`src/rtl/dmem_arbiter_pkg.sv`:
```
// Shared types for the data-memory arbiter: access size encoding and
// priority state.
package dmem_arbiter_pkg;

  localparam int DATA_W = 32;

  typedef enum logic [1:0] {
    MEM_RD = 2'b00,
    MEM_B  = 2'b01,
    MEM_H  = 2'b10,
    MEM_W  = 2'b11
  } mem_size_t;

  typedef enum logic {
    CORE_PRI = 1'b0,
    EXT_PRI  = 1'b1
  } arb_state_t;

  function automatic logic is_read(input logic [1:0] we);
    return mem_size_t'(we) == MEM_RD;
  endfunction

endpackage

```
`src/rtl/dmem_starve_ctr.sv`:
```
// Saturating 8-bit wait counter for the external port; starved flags that
// the count has reached the limit.
module dmem_starve_ctr #(
  parameter int STARVE_LIMIT = 4
) (
  input  logic clk,
  input  logic rst,
  input  logic inc,
  input  logic clr,
  output logic starved
);

  localparam logic [7:0] LIMIT = 8'(STARVE_LIMIT);

  logic [7:0] count;

  always_ff @(posedge clk or posedge rst) begin
    if (rst)
      count <= '0;
    else if (clr)
      count <= '0;
    else if (inc && count != LIMIT)
      count <= count + 8'd1;
  end

  assign starved = (count == LIMIT);

endmodule

```
`src/rtl/dmem_arbiter.sv`:
```
// Two-port arbiter for the single-port synchronous-read data memory: core
// has fixed priority, the external master is promoted after STARVE_LIMIT
// blocked cycles. Read responses are steered back to the issuing port.
module dmem_arbiter
  import dmem_arbiter_pkg::*;
#(
  parameter int STARVE_LIMIT = 4,
  parameter int AW           = 32
) (
  input  logic              clk,
  input  logic              rst,
  input  logic              core_req_valid,
  output logic              core_req_ready,
  input  logic [1:0]        core_req_we,
  input  logic [AW-1:0]     core_req_addr,
  input  logic [DATA_W-1:0] core_req_wdata,
  output logic              core_rsp_valid,
  output logic [DATA_W-1:0] core_rsp_data,
  input  logic              ext_req_valid,
  output logic              ext_req_ready,
  input  logic [1:0]        ext_req_we,
  input  logic [AW-1:0]     ext_req_addr,
  input  logic [DATA_W-1:0] ext_req_wdata,
  output logic              ext_rsp_valid,
  output logic [DATA_W-1:0] ext_rsp_data,
  output logic              mem_en,
  output logic [1:0]        mem_we,
  output logic [AW-1:0]     mem_addr,
  output logic [DATA_W-1:0] mem_wdata,
  input  logic [DATA_W-1:0] mem_rd_data
);

  arb_state_t state, state_nxt;
  logic       core_grant, ext_grant;
  logic       starved;
  logic       rsp_pending, rsp_owner;

  dmem_starve_ctr #(.STARVE_LIMIT(STARVE_LIMIT)) u_starve (
    .clk     (clk),
    .rst     (rst),
    .inc     (ext_req_valid && !ext_grant),
    .clr     (ext_grant || !ext_req_valid),
    .starved (starved)
  );

  always_ff @(posedge clk or posedge rst) begin
    if (rst)
      state <= CORE_PRI;
    else
      state <= state_nxt;
  end

  // An ext grant in the cycle the counter is saturated already serves the
  // starved master, so promotion is skipped.
  always_comb begin
    state_nxt = state;
    case (state)
      CORE_PRI: if (starved && !ext_grant)           state_nxt = EXT_PRI;
      EXT_PRI:  if (ext_grant || !ext_req_valid)     state_nxt = CORE_PRI;
      default:                                       state_nxt = CORE_PRI;
    endcase
  end

  always_comb begin
    core_grant = 1'b0;
    ext_grant  = 1'b0;
    if (!rst) begin
      if (state == EXT_PRI) begin
        ext_grant  = ext_req_valid;
        core_grant = core_req_valid && !ext_req_valid;
      end else begin
        core_grant = core_req_valid;
        ext_grant  = ext_req_valid && !core_req_valid;
      end
    end
  end

  assign core_req_ready = core_grant;
  assign ext_req_ready  = ext_grant;

  always_comb begin
    mem_en    = core_grant || ext_grant;
    mem_we    = 2'b00;
    mem_addr  = '0;
    mem_wdata = '0;
    if (core_grant) begin
      mem_we    = core_req_we;
      mem_addr  = core_req_addr;
      mem_wdata = core_req_wdata;
    end else if (ext_grant) begin
      mem_we    = ext_req_we;
      mem_addr  = ext_req_addr;
      mem_wdata = ext_req_wdata;
    end
  end

  always_ff @(posedge clk or posedge rst) begin
    if (rst) begin
      rsp_pending <= 1'b0;
      rsp_owner   <= 1'b0;
    end else begin
      rsp_pending <= mem_en && is_read(mem_we);
      rsp_owner   <= ext_grant;
    end
  end

  assign core_rsp_valid = rsp_pending && !rsp_owner;
  assign ext_rsp_valid  = rsp_pending && rsp_owner;
  assign core_rsp_data  = core_rsp_valid ? mem_rd_data : '0;
  assign ext_rsp_data   = ext_rsp_valid  ? mem_rd_data : '0;

endmodule

```
`config.mk`:
```
export PLATFORM = sky130hd
export DESIGN_NAME = dmem_arbiter
export DESIGN_NICKNAME = d
export VERILOG_FILES = /design/src/rtl/dmem_arbiter_pkg.sv /design/src/rtl/dmem_starve_ctr.sv /design/src/rtl/dmem_arbiter.sv
export SDC_FILE = /design/constraint.sdc
export NUM_CORES = 1
export LEC_CHECK = 0
export CORE_AREA = 2 2 119 121
export DETAILED_ROUTE_END_ITERATION = 10
export DIE_AREA = 0 0 121 123
export GPL_ROUTABILITY_DRIVEN = 0
export HOLD_SLACK_MARGIN = 0.08
export SLEW_MARGIN = 20
export SYNTH_ARGS = -nofsm -noshare
export SYNTH_HDL_FRONTEND = slang
export SYNTH_HIERARCHICAL = 1
export SYNTH_SLANG_ARGS = --single-unit
```
`constraint.sdc`:
```
create_clock -name clk -period 2.9 [get_ports clk]
set_clock_uncertainty 0.05 [all_clocks]
set_input_delay 0.87 -clock clk [delete_from_list [all_inputs] [get_ports clk]]
set_output_delay 0.87 -clock clk [all_outputs]
set_load 0.05 [all_outputs]
```
==> impl_results.md <==
* DRC Markers at 0
* Row count at 43
* Width of the die at 121 µm
* Setup repair after global routing missed its margin: true
* TritonCTS clock tree: done
* Data required time at the worst endpoint at 1980 ps
* Area inside the core boundary at roughly 0.014 mm²
* Per-instance average area after synthesis at 8.178 µm²
* Outcome: finished, final reports clean
* CTS Hold Bufs at 0
* Synth Area in XOR/XNOR at less than 1%
* Flip-flop and latch count after synthesis at 11
* Remaining number of nets flagged by the antenna check after routing at 0
* YS warnings at 6
* Number of global-route vias before repair at about 3,200
* Dominant cell type by area after synthesis: a22o_1
* Total buffers and inverters traversed by the critical path at 4
* Root buffer cell: clkbuf_16
* Clock transition at the registers of the reported paths at 40 ps
* Proportion of synthesized area in mux cells at under 10%
* Post-layout instance area at 0.006814 mm²
* Fin crit share at 99.18%
* Area fraction of the dominant cell type after synthesis at approximately a third
* Wire per inst at 17.86 µm
* Combinational family with the most area after synthesis: compound AO/OA/AOI/OAI gates
* Worst slew slack as a fraction of its limit at 67.88%
* First-pass GRT wire length at between 15,000 and 20,000 µm
* List of cells traversed by the critical path: buf_6, a21boi_4, and2_4, buf_6, buf_12, a22o_1, buf_12
* Aggregate routed wire length at roughly 13,000 µm
* Leakage component of the power at 2.944 nW
* Sort of element at the start of the critical path: input pin
* Design Power at 0.001451 W
* Maximum buffer depth of the clock tree at 2
* Arrival time at the worst endpoint at 1960 ps
* Clk Latency, worst-skew pair at 240 ps
* Total track usage at 15.71%
* # port buffers at roughly 300
* Type of the worst setup path: input pin to primary output
* Synth Area in Adders at between 1 and 1.5%
* Vert. Die Dim at 123 µm
* Number of nets in the layout at 703
* Maximum fanout along the worst path at 8
* I/O Pins at 303
* Highest attainable clock frequency at roughly 350 MHz
* Post-synth EDFFs at 0
* Leftover overflow at the end of global routing at 0
* Share of the synthesized area in compound gates (AO/OA/AOI/OAI) at between 30% and 40%
* Post-route setup slack at 23.84 ps
* Area fraction in and, or, nand and nor cells after synthesis at 32.05%
* Place WS at -390.6 ps
* Reg-to-reg slack, setup at 800 ps
* Category of cells accounting for the largest share of critical-path delay: buffers and inverters
* Worst min path class: flip-flop to flip-flop
* DP Wirelength at 10,460 µm
* Maximum number of pins on one net before global-route repair at 34
* Starting DRC count in detailed routing at 82
* Fin crit period at about 2900 ps
* Via count at ~3,000
* Fraction of layout cells with a size suffix above 1 at 39.29%
* Type of destination of the critical path: primary output
* Placed Area at roughly 0.0064 mm²
* H-tree lvl count at 1
* Most used standard cells in the synthesized netlist: 66 x a22o_1, 34 x and2_1, 33 x and3_1
* Per-cell via count in the routed design at 4.336
* Crit path max-delay cell type: a22o_1
* Slew at the pin with the worst max-slew slack at 478.1 ps
* Sequential fraction of the synthesis area at 15.16%
* Yosys cell types at 36
* Cells after Synth at 222
* Pwr Density at 213.0 mW/mm²
* Max-cap check violation count at 0
* Final worst hold slack at 504.0 ps
* Number of antenna violations at the first check in global routing at 0
* Cell area after technology mapping at ~0.0018 mm²
* Most common cell in the netlist: a22o_1
* Worst ir drop on vdd at roughly 170 µV
* Post-synthesis async set-or-reset flop share at 100.0%
* Clock buffers created by TritonCTS at 3
* Area contributors post-synth: a22o_1 32%, dfrtp_1 15%, and2_1 12%
* Initial core utilization at between 10% and 20%
* # setup viols final at 0
* Ant. Diodes at 0
* Number of sinks driven by the clock tree at 11
* Final hold violations at 0
* Most common flop cell mapped by yosys: dfrtp_1
* Number of max-slew violations in the final report at 0
* Relative area change from synthesis to final layout at 275.3%
* Die Area at between 0.01 and 0.015 mm²
* First-pass detailed-route iteration total at 4
* Post-synthesis net count at 392
* Slowest cell delay on critical path at 230 ps
==> layout make-up <==
class	instances	area, µm²
Inverter	5	18.77
Fill cell	1177	6798
Timing Repair Buffer	332	4721
Tap cell	180	225.2
Clock buffer	3	75.07
Sequential cell	11	275.3
Multi-Input combinational cell	180	1494
Clock inverter	1	5.005
==> through the flow <==
stage	utilization [%]	TNS, ps	cells
5_1_grt	50.06	-2.323	712
3_5_place_dp	47.13	-23990	699
3_3_place_gp	47.13	-22860	699
4_1_cts	49.36	0	712
6_report	50.06	0	712
2_1_floorplan	-	0	222
==> cell usage in the layout, fill, tap and decap left out, types with 2 or more instances in the layout <==
cell type / synthesis / final
mux2i_1: 2 / 2
nand2b_1: 4 / 4
ha_1: 2 / 2
nand2_1: 2 / 2
o21ai_0: 2 / 2
nor3_1: 2 / 2
a22o_2: 0 / 8
dfrtp_1: 11 / 11
buf_6: 6 / 5
clkbuf_16: 0 / 3
buf_16: 0 / 3
a22o_1: 66 / 40
nand3_1: 2 / 2
and3_1: 33 / 32
clkdlybuf4s50_1: 0 / 164
inv_1: 5 / 4
buf_12: 1 / 139
a21oi_1: 6 / 6
and2_1: 34 / 34
buf_4: 3 / 21
a22o_4: 0 / 18
nor2_1: 9 / 9
==> registers in the layout, indices dropped and copies added (netlist names) <==
register	flops
rsp_pending	1
state	1
rsp_owner	1
u_starve/count	8
==> kinds of logic after synthesis <==
logic type	count (synthesis)
AND/OR/NAND/NOR	95
AO/OA/AOI/OAI	79
multiplexers	3
flip-flops	11
XOR/XNOR	1
adder cells (fa/ha/maj)	2
buffers and inverters	31
==> power breakdown <==
group	switching, W	leakage (nW)	internal (W)
clock	0.0000673	0.0409	0.000182
sequential	0.00000345	0.152	0.000158
combinational	0.000465	2.75	0.000576
==> what timing repair did <==
| item | CTS | global route |
|---|---|---|
| resized for setup | 29 | 13 |
| endpoints found under the setup margin | 68 | 39 |
| pin swaps | 7 | 9 |
| cloned | 3 | 0 |
| endpoints found under the hold margin | 0 | 0 |
| buffers inserted | 6 | 0 |
==> layer usage <==
metal,vias up,wire length [µm],GRT usage [%]
li1,1468,-,-
met1,1441,4677,17.79
met2,168,6906,30.06
met3,10,1013,3.690
met4,0,119,2.834
met5,-,0,0
==> path summary, 6_finish.rpt <==
check,start,end,cells after the start
max,core_req_valid,mem_addr[20],7
min,u_starve/count[7],u_starve/count[7],2
max reg2reg,state,u_starve/count[7],7
min reg2reg,u_starve/count[7],u_starve/count[7],2
max in group asynchronous,rst,u_starve/count[5],3
min in group asynchronous,rst,rsp_pending,4
==> worst register-to-register path: stages (launching register included) <==
cell and delay (ps):
dfrtp_1 430, nand2b_1 190, and3_4 220, buf_4 150, nor2b_2 150, nand4_2 180, or4_1 500, a21oi_1 150
Power figures use the tool's default switching activity.
